--- config.mk ---
export PLATFORM = sky130hd
export DESIGN_NAME = arcade_input_mux_flat
export DESIGN_NICKNAME = d
export VERILOG_FILES = /design/src/rtl/arcade_input_mux_if.sv /design/src/rtl/arcade_input_mux.sv /design/src/flat_wrapper.sv
export SDC_FILE = /design/constraint.sdc
export NUM_CORES = 1
export LEC_CHECK = 0
export ABC_AREA = 0
export CAP_MARGIN = 20
export CORE_MARGIN = 2
export CORE_UTILIZATION = 60
export CTS_CLUSTER_DIAMETER = 120
export CTS_CLUSTER_SIZE = 8
export DETAILED_ROUTE_END_ITERATION = 10
export PLACE_DENSITY = 0.86
export SLEW_MARGIN = 20
export SYNTH_ARGS = -nofsm -noshare
export SYNTH_HDL_FRONTEND = slang
export SYNTH_SLANG_ARGS = --single-unit
export TNS_END_PERCENT = 50
--- constraint.sdc ---
create_clock -name clk_sys -period 4 [get_ports clk_sys]
set_clock_uncertainty 0.2 [all_clocks]
set_input_delay 0.6 -clock clk_sys [delete_from_list [all_inputs] [get_ports clk_sys]]
set_output_delay 0.6 -clock clk_sys [all_outputs]
set_load 0.03 [all_outputs]
--- src/rtl/arcade_input_mux_if.sv ---
// Player-control bundle between the joystick/keyboard sources (master) and arcade_input_mux (slave).
interface arcade_input_mux_if #(
  parameter int PLAYERS = 2,
  parameter int BTNS    = 8
);
  logic [16*PLAYERS-1:0]   usb_joy;
  logic [16*PLAYERS-1:0]   db_joy;
  logic [1:0]              db_sel;
  logic [10:0]             ps2_key;
  logic [BTNS*PLAYERS-1:0] btn_out;
  logic [PLAYERS-1:0]      coin_out;
  logic                    osd_combo;

  modport master (output usb_joy, db_joy, db_sel, ps2_key,
                  input  btn_out, coin_out, osd_combo);
  modport slave  (input  usb_joy, db_joy, db_sel, ps2_key,
                  output btn_out, coin_out, osd_combo);
endinterface

--- src/rtl/arcade_input_mux.sv ---
// Per-player USB/UserIO joystick select with PS/2 keys, per-button debounce (DEBOUNCE_CYC+2 latency),
// coin pulse stretcher and OSD combo detector; no backpressure. MAME_KEYS_EN adds MAME-style keys.
module arcade_input_mux #(
  parameter int PLAYERS        = 2,
  parameter int BTNS           = 8,
  parameter int DEBOUNCE_CYC   = 1024,
  parameter int COIN_PULSE_CYC = 65536,
  parameter int COMBO_HOLD_CYC = 22000000
) (
  input  logic              clk_sys,
  input  logic              reset_n,
  arcade_input_mux_if.slave bus
);
  localparam int N   = BTNS * PLAYERS;
  localparam int DCW = $clog2(DEBOUNCE_CYC + 2);
  localparam int PCW = $clog2(COIN_PULSE_CYC + 2);
  localparam int HCW = $clog2(COMBO_HOLD_CYC + 2);
  localparam logic [DCW-1:0] DEB_MAX   = DCW'(DEBOUNCE_CYC);
  localparam logic [PCW-1:0] COIN_LOAD = PCW'(COIN_PULSE_CYC);
  localparam logic [HCW-1:0] HOLD_MAX  = HCW'(COMBO_HOLD_CYC);
  localparam logic [HCW-1:0] HOLD_LAST = HCW'(COMBO_HOLD_CYC - 1);

  localparam int K_UP = 0, K_DOWN = 1, K_LEFT = 2, K_RIGHT = 3;
  localparam int K_SPC = 4, K_CTL = 5, K_F1 = 6, K_F2 = 7;
`ifdef MAME_KEYS_EN
  localparam int K_1 = 8, K_5 = 9, K_2 = 10, K_6 = 11, K_R = 12, K_F = 13;
  localparam int K_D = 14, K_G = 15, K_A = 16, K_S = 17;
  localparam int KW = 18;
`else
  localparam int KW = 8;
`endif

  function automatic logic [BTNS-1:0] map_db(input logic [15:0] w);
    logic [BTNS-1:0] b;
    b      = '0;
    b[5:0] = w[5:0];
    b[6]   = w[10];
    b[7]   = w[11] | (w[10] & w[5]);
    for (int i = 8; i < BTNS; i++) b[i] = w[i-2];
    return b;
  endfunction

  // Keyboard latches; the next-state value feeds the input register so keys see the same latency as pads.
  logic          key_tgl_q, key_evt, key_dn, key_ext;
  logic [7:0]    key_code;
  logic [KW-1:0] keys_q, keys_d;
  logic [BTNS-1:0] kbd_p0, kbd_p1;

  assign key_evt  = bus.ps2_key[10] ^ key_tgl_q;
  assign key_dn   = bus.ps2_key[9];
  assign key_ext  = bus.ps2_key[8];
  assign key_code = bus.ps2_key[7:0];

  always_comb begin
    keys_d = keys_q;
    if (key_evt) begin
      case (key_code)
        8'h75: keys_d[K_UP]    = key_dn;
        8'h72: keys_d[K_DOWN]  = key_dn;
        8'h6b: keys_d[K_LEFT]  = key_dn;
        8'h74: keys_d[K_RIGHT] = key_dn;
        8'h14: keys_d[K_CTL]   = key_dn;
        8'h29: if (!key_ext) keys_d[K_SPC] = key_dn;
        8'h05: if (!key_ext) keys_d[K_F1]  = key_dn;
        8'h06: if (!key_ext) keys_d[K_F2]  = key_dn;
`ifdef MAME_KEYS_EN
        8'h16: if (!key_ext) keys_d[K_1] = key_dn;
        8'h2e: if (!key_ext) keys_d[K_5] = key_dn;
        8'h1e: if (!key_ext) keys_d[K_2] = key_dn;
        8'h36: if (!key_ext) keys_d[K_6] = key_dn;
        8'h2d: if (!key_ext) keys_d[K_R] = key_dn;
        8'h2b: if (!key_ext) keys_d[K_F] = key_dn;
        8'h23: if (!key_ext) keys_d[K_D] = key_dn;
        8'h34: if (!key_ext) keys_d[K_G] = key_dn;
        8'h1c: if (!key_ext) keys_d[K_A] = key_dn;
        8'h1b: if (!key_ext) keys_d[K_S] = key_dn;
`endif
        default: ;
      endcase
    end
  end

  always_comb begin
    kbd_p0    = '0;
    kbd_p1    = '0;
    kbd_p0[0] = keys_d[K_RIGHT];
    kbd_p0[1] = keys_d[K_LEFT];
    kbd_p0[2] = keys_d[K_DOWN];
    kbd_p0[3] = keys_d[K_UP];
    kbd_p0[4] = keys_d[K_SPC];
    kbd_p0[5] = keys_d[K_CTL];
    kbd_p0[6] = keys_d[K_F1];
    kbd_p1[6] = keys_d[K_F2];
`ifdef MAME_KEYS_EN
    kbd_p0[6] = keys_d[K_F1] | keys_d[K_1];
    kbd_p0[7] = keys_d[K_5];
    kbd_p1[0] = keys_d[K_G];
    kbd_p1[1] = keys_d[K_D];
    kbd_p1[2] = keys_d[K_F];
    kbd_p1[3] = keys_d[K_R];
    kbd_p1[4] = keys_d[K_A];
    kbd_p1[5] = keys_d[K_S];
    kbd_p1[6] = keys_d[K_F2] | keys_d[K_2];
    kbd_p1[7] = keys_d[K_6];
`endif
  end

  always_ff @(posedge clk_sys) begin
    if (!reset_n) begin
      key_tgl_q <= 1'b0;
      keys_q    <= '0;
    end else begin
      key_tgl_q <= bus.ps2_key[10];
      keys_q    <= keys_d;
    end
  end

  logic [N-1:0]       joy_sel, kbd_bits, raw_d, raw_q, btn_q;
  logic [DCW-1:0]     db_cnt [N];
  logic [PLAYERS-1:0] coin_bits, coin_prev_q;
  logic [PCW-1:0]     coin_cnt [PLAYERS];

  for (genvar p = 0; p < PLAYERS; p++) begin : g_player
    localparam int PU = (p == 0) ? 0 : p - 1;
    logic [15:0]     usb_w, usb_prev_w, db_w;
    logic [BTNS-1:0] sel_b;
    logic            unused_w;

    assign usb_w      = bus.usb_joy[16*p +: 16];
    assign usb_prev_w = bus.usb_joy[16*PU +: 16];
    assign db_w       = bus.db_joy[16*p +: 16];
    assign unused_w   = ^{usb_w, usb_prev_w, db_w};

    always_comb begin
      sel_b = usb_w[BTNS-1:0];
      case (bus.db_sel)
        2'd0:    sel_b = usb_w[BTNS-1:0];
        2'd1:    sel_b = (p == 0) ? map_db(db_w) : usb_prev_w[BTNS-1:0];
        default: sel_b = map_db(db_w);
      endcase
    end

    assign joy_sel[BTNS*p +: BTNS] = sel_b;
    if (p == 0) begin : g_kbd0
      assign kbd_bits[BTNS*p +: BTNS] = kbd_p0;
    end else if (p == 1) begin : g_kbd1
      assign kbd_bits[BTNS*p +: BTNS] = kbd_p1;
    end else begin : g_kbd_none
      assign kbd_bits[BTNS*p +: BTNS] = '0;
    end

    assign coin_bits[p]    = btn_q[BTNS*p + 7];
    assign bus.coin_out[p] = (coin_cnt[p] != '0);
  end

  assign raw_d = joy_sel | kbd_bits;

  // Counter restarts on any raw change; output follows the registered sample once it has been stable long enough.
  always_ff @(posedge clk_sys) begin
    if (!reset_n) begin
      raw_q <= '0;
      btn_q <= '0;
      for (int i = 0; i < N; i++) db_cnt[i] <= '0;
    end else begin
      raw_q <= raw_d;
      for (int i = 0; i < N; i++) begin
        if (raw_d[i] != raw_q[i]) db_cnt[i] <= '0;
        else if (db_cnt[i] != DEB_MAX) db_cnt[i] <= db_cnt[i] + DCW'(1);
        if (db_cnt[i] == DEB_MAX && raw_q[i] != btn_q[i]) btn_q[i] <= raw_q[i];
      end
    end
  end

  always_ff @(posedge clk_sys) begin
    if (!reset_n) begin
      coin_prev_q <= '0;
      for (int p = 0; p < PLAYERS; p++) coin_cnt[p] <= '0;
    end else begin
      coin_prev_q <= coin_bits;
      for (int p = 0; p < PLAYERS; p++) begin
        if (coin_cnt[p] != '0) coin_cnt[p] <= coin_cnt[p] - PCW'(1);
        else if (coin_bits[p] && !coin_prev_q[p]) coin_cnt[p] <= COIN_LOAD;
      end
    end
  end

  logic           combo, osd_q;
  logic [HCW-1:0] hold_cnt;

  assign combo = (bus.db_sel != 2'd0) && bus.db_joy[10] && bus.db_joy[11];

  always_ff @(posedge clk_sys) begin
    if (!reset_n || !combo) begin
      hold_cnt <= '0;
      osd_q    <= 1'b0;
    end else begin
      if (hold_cnt != HOLD_MAX) hold_cnt <= hold_cnt + HCW'(1);
      osd_q <= (hold_cnt >= HOLD_LAST);
    end
  end

  assign bus.btn_out   = btn_q;
  assign bus.osd_combo = osd_q;
endmodule
--- src/flat_wrapper.sv ---
// flat-port wrapper written by rule: the top's interface ports become plain ports
module arcade_input_mux_flat 
#(
  parameter int PLAYERS        = 2,
  parameter int BTNS           = 8,
  parameter int DEBOUNCE_CYC   = 1024,
  parameter int COIN_PULSE_CYC = 65536,
  parameter int COMBO_HOLD_CYC = 22000000
)
  (clk_sys, reset_n, bus_usb_joy, bus_db_joy, bus_db_sel, bus_ps2_key, bus_btn_out, bus_coin_out, bus_osd_combo);
  arcade_input_mux_if #(.PLAYERS(PLAYERS), .BTNS(BTNS)) bus_i ();
  input  logic clk_sys;
  input  logic reset_n;
  input wire logic [$bits(bus_i.usb_joy)-1:0] bus_usb_joy;
  input wire logic [$bits(bus_i.db_joy)-1:0] bus_db_joy;
  input wire logic [$bits(bus_i.db_sel)-1:0] bus_db_sel;
  input wire logic [$bits(bus_i.ps2_key)-1:0] bus_ps2_key;
  output wire logic [$bits(bus_i.btn_out)-1:0] bus_btn_out;
  output wire logic [$bits(bus_i.coin_out)-1:0] bus_coin_out;
  output wire logic [$bits(bus_i.osd_combo)-1:0] bus_osd_combo;
  assign bus_i.usb_joy = bus_usb_joy;
  assign bus_i.db_joy = bus_db_joy;
  assign bus_i.db_sel = bus_db_sel;
  assign bus_i.ps2_key = bus_ps2_key;
  assign bus_btn_out = bus_i.btn_out;
  assign bus_coin_out = bus_i.coin_out;
  assign bus_osd_combo = bus_i.osd_combo;
  arcade_input_mux #(.PLAYERS(PLAYERS), .BTNS(BTNS), .DEBOUNCE_CYC(DEBOUNCE_CYC), .COIN_PULSE_CYC(COIN_PULSE_CYC), .COMBO_HOLD_CYC(COMBO_HOLD_CYC)) u_core (.clk_sys(clk_sys), .reset_n(reset_n), .bus(bus_i));
endmodule
Yosys cells after proc, flatten, opt, wreduce, memory -nomap -nowiden
Memory sizes are Yosys's and may differ from the RTL's.
Cells that the tools add are included.
Widths: inputs -> output; s select.

word-level totals
  bits in registers = 69
  memory bits (writable) = 210
  bits of input ports = 79
  output and inout bits = 19
  logic and storage cells = 366
  memories kept = 2

operators by class
  add/subtract/negate cells = 19
  magnitude comparators = 1
  eq/ne operators = 74
  muxes and demuxes = 177
  bitwise logic cells = 42
  reductions and logical operators = 29

memory list
  name             words  bits a word  rd ports  clocked after Yosys merged registers in  write ports  line                     RTL
  u_core.db_cnt    16     11           16        0                                        16           arcade_input_mux.sv:119  logic [DCW-1:0] db_cnt [N];
  u_core.coin_cnt  2      17           2         0                                        2            arcade_input_mux.sv:121  logic [PCW-1:0] coin_cnt [PLAYERS];

operator list
  operator               number
  $mux 11                32
  $add 11x1->11 const B  16
  $eq 11x11->1 const B   16
  $ne 11x11->1 const B   16
  $mux 1                 138
  $mux 17                4
  $or 1x1->1             38
  $reduce_bool 17->1     2
  $sub 17x1->17 const B  2
  $eq 8x7->1 const B     4
  $ne 1x1->1             32
  $add 25x1->25 const B  1
  $ge 25x25->1 const B   1
  $ne 25x25->1 const B   1
  $logic_and 1x1->1      20
  $eq 8x3->1 const B     2
  $mux 8                 2
  $or 16x15->16          1
  $pmux 8 s2             1
  $eq 8x5->1 const B     1
  $eq 8x6->1 const B     1
  $logic_not 1->1        4
  $and 1x1->1            2
  $eq 2x1->1 const B     1
  4 further kinds        4

Longest topological paths before layout
  word-level depth = 10
  depth in mapped cells = 9
  depth with buffers taken out = 7

Worst setup path before layout
Ideal clock, no wire load.

  path kind = input to register
  start point = input port bus_ps2_key[0]
  end point = memory u_core.db_cnt[0][154] in the netlist's numbering, enable pin
  arrival = 2.595 ns
  data required time = 3.491 ns
  setup slack = 0.896 ns
  stages on the path = 5
  path through = or4b_4 o41a_1 or3_4 xor2_2 or3_1

RTL lines
  what             line                     RTL
  start, declared  flat_wrapper.sv:17       input wire logic [$bits(bus_i.ps2_key)-1:0] bus_ps2_key;
  end, declared    arcade_input_mux.sv:119

==> results.py <==
metrics = {
    "run_status": {
        "status": "complete, no violations",
    },
    "yosys": {
        "synthMuxAreaShare": 0.0275,
        "yosys_register_bits": 279,
        "syn_area_mm2": 0.0146,
        "synthTopCellsByArea": "edfxtp_1 (40%), dfxtp_1 (12%), xor2_1 (7.0%)",
        "synth_compound_area_frac": 0.0376,
        "synthAdderAreaFrac": 0.0325,
        "syn_inst": 1432,
        "synth.distinct_cells": 62,
        "synth-seq-area-share": 0.513,
        "synthFlopType": "edfxtp_1",
        "avgSynthCellArea_um2": 10.2,
        "synth_edf_count": 193,
        "synth_warnings": 0,
        "synth_top_cell_area_share": 0.396,
        "synth_top_family_by_area": "simple AND/OR/NAND/NOR gates",
        "synth_xor_area_frac": 0.120,
        "synthesis.nets": 1549,
        "synth-async-reset-ratio": 0,
        "yosysTopAreaCell": "edfxtp_1",
        "yosys.area_share.simple": 0.242,
    },
    "grt": {
        "grt_pass1_vias": 10570,
        "grt_start_max_net_pins": 45,
        "grt_pass1_wl_um": 49500,
        "track_usage": 0.232,
        "antenna_found_initial": 0,
        "gr-total-overflow": 0,
    },
    "floorplanning": {
        "initial_core_util": 0.607,
        "die_h_um": 160,
        "core_mm2": 0.0241,
        "num_rows": 57,
        "die_area_mm2": 0.0257,
        "dieWidth_um": 160,
        "io_pins": 98,
    },
    "cts": {
        "cts_root_buf": "clkbuf_16",
        "path_clk_slew_ns": 0.05,
        "cts_hold_buf": 0,
        "clock_latency_ns": 0.52,
        "cts_tree": "built",
        "post_cts_buffers": 0,
        "cts_max_level": 2,
        "cts_inserted_buffers": 40,
        "clock-sinks": 279,
        "clockBufferDepth": 3,
        "post_cts_resized": 0,
    },
    "placed_design": {
        "portBuffers": 65,
        "place_hpwl_um": 20400,
        "gp_congestion": 0.855,
    },
    "finish": {
        "syn_to_final_growth_pct": 14.8,
        "final_nets": 1635,
        "drive_gt1_frac": 0.0614,
        "antenna_cells": 0,
        "fillers": 1738,
    },
    "route": {
        "firstDrtPassIters": 5,
        "ant_nets": 0,
        "wl_per_cell_um": 16.1,
        "wl_um": 30200,
        "drt_iter0_drc": 967,
        "vias": 10948,
        "drc": 0,
        "via_per_inst": 5.85,
    },
    "worst_hold_path": {
        "hp-class": "flop to flop",
        "hold_depth": 2,
    },
    "worst_setup_path": {
        "crit_fanout": 5,
        "ff2ff_setup_slack_ns": 0.97,
        "worstPathRequired_ns": 3.20,
        "reg2reg_depth": 5,
        "cp_data_arrival_time_ns": 2.93,
        "setup.worst_path.start_class": "flop",
        "endpoint_kind": "output pin",
        "setup.worst_path.class": "flop to output pin",
    },
    "sta": {
        "rsz0062_at_grt": "no",
        "timing.final.hold_violations": 0,
        "finalSetupTns_ns": 0,
        "min_period_over_period": 0.934,
        "slew_headroom": 0.373,
        "drv_slew": 0,
        "fmax_mhz": 268,
        "worst_slew_pin_slew_ns": 0.933,
        "setup_viol": 0,
        "min_period_ns": 3.73,
    },
    "run": {
        "drv_cap": 0,
    },
    "pwr": {
        "p_per_area_mw_per_mm2": 454,
        "p_leak_nw": 6.10,
        "ir_drop_mv": 0.322,
        "total_power_mw": 7.64,
    },
}
## critical path, stage by stage (launching register included)
cell,delay [ns]
edfxtp_1,0.41
or4_1,0.61
nor3_1,0.42
nand4b_1,0.29
clkdlybuf4s50_1,0.69
## state kept, by name, indices dropped and copies added (netlist names)
name                  count
u_core.bus.osd_combo      1
u_core.coin_cnt          34
u_core.keys_q             8
u_core.bus.btn_out       16
u_core.raw_q             16
u_core.coin_prev_q        2
u_core.db_cnt           176
u_core.key_tgl_q          1
u_core.hold_cnt          25
## area by class of cell
cell class | instances | area [um^2] | share of cell area
clock buffers | 69 | 1110 | 0.0660
clock inverters | 2 | 25.0 | 0.00149
inverters | 63 | 236 | 0.0141
multi-input cells | 1052 | 6740 | 0.401
flip-flops and latches | 279 | 7520 | 0.447
well taps | 324 | 405 | 0.0241
repair buffers | 82 | 773 | 0.0460
## routing by layer
| layer | vias up | wire [um] | share of wire | GRT usage |
|---|---|---|---|---|
| li1 | 5323 | - | - | - |
| met1 | 5239 | 12600 | 0.42 | 0.287 |
| met2 | 323 | 15300 | 0.50 | 0.412 |
| met3 | 63 | 1540 | 0.051 | 0.0338 |
| met4 | 0 | 857 | 0.028 | 0.0921 |
| met5 | - | 0 | 0 | 0 |
## stage by stage
step | hold slack [ns] | instances | instance area (um^2) | setup WS (ns) | util
floorplan | 0.247 | 1432 | 14600 | 0.896 | -
global placement | 0.274 | 1800 | 15700 | 0.278 | 0.650
detailed placement | 0.275 | 1800 | 15700 | 0.220 | 0.650
CTS | 0.282 | 1871 | 16800 | 0.248 | 0.697
global route | 0.322 | 1871 | 16800 | 0.146 | 0.697
finish | 0.290 | 1871 | 16800 | 0.266 | 0.697
## cells in the mapped netlist (4+ instances only)
cell type and n:
nor2_1 212, edfxtp_1 193, xor2_1 117, nor3_1 109
nand3_1 92, dfxtp_1 86, xnor2_1 82, nand2_1 71
inv_1 62, nand4_1 44, ha_1 38, mux2i_1 38
nor4_1 35, clkbuf_1 30, or3_1 24, and3_1 23
and2_1 17, a211oi_1 16, a21oi_1 14, o211ai_1 11
nor3_2 10, o21ai_0 9, or4_1 9, o21a_1 8
or2_2 7, buf_1 5, nand2b_1 5, nand3b_1 5
a211o_1 4, nor3b_1 4, or4b_1 4
## cell usage in the layout (no fill, tap or decap), drive strengths merged, types with 11 or more instances in the layout
master	Yosys	layout
or3	25	25
o21ai	11	11
buf	8	18
xor2	118	118
nor2	212	212
nor4	38	38
nand3	92	92
xnor2	82	82
dfxtp	86	86
nand4	44	44
inv	63	64
o211ai	11	11
nand2	71	71
nor3	119	119
clkdlybuf4s50	0	64
edfxtp	193	193
mux2i	38	38
and3	23	23
ha	38	38
clkbuf	30	69
a211oi	16	16
a21oi	14	14
and2	17	17
## worst paths after layout
| kind | from | endpoint |
|---|---|---|
| min reg2reg | u_core.keys_q[5] | u_core.keys_q[5] |
| min | u_core.keys_q[5] | u_core.keys_q[5] |
| max | u_core.coin_cnt[0][8] | bus_coin_out[0] |
| max reg2reg | u_core.key_tgl_q | u_core.db_cnt[0][29] |
## report_power, final
| group | internal [mW] | switching, mW | leakage [nW] |
|---|---|---|---|
| Sequential | 3.25 | 0.160 | 3.06 |
| Clock | 1.87 | 1.19 | 0.539 |
| Combinational | 0.473 | 0.688 | 2.50 |
| Total | 5.59 | 2.04 | 6.10 |
## kinds of logic (layout without fill, tap and decap cells)
logic type                 count (synthesis)  in the layout
and+or+nand+nor                          695            695
DFF                                      279            279
xor gates and xnor gates                 200            200
buffers and inverters                    101            216
AOI/OAI and AO/OA                         79             79
muxes                                     40             40
adders and majority gates                 38             38
Power figures use the tool's default switching activity.
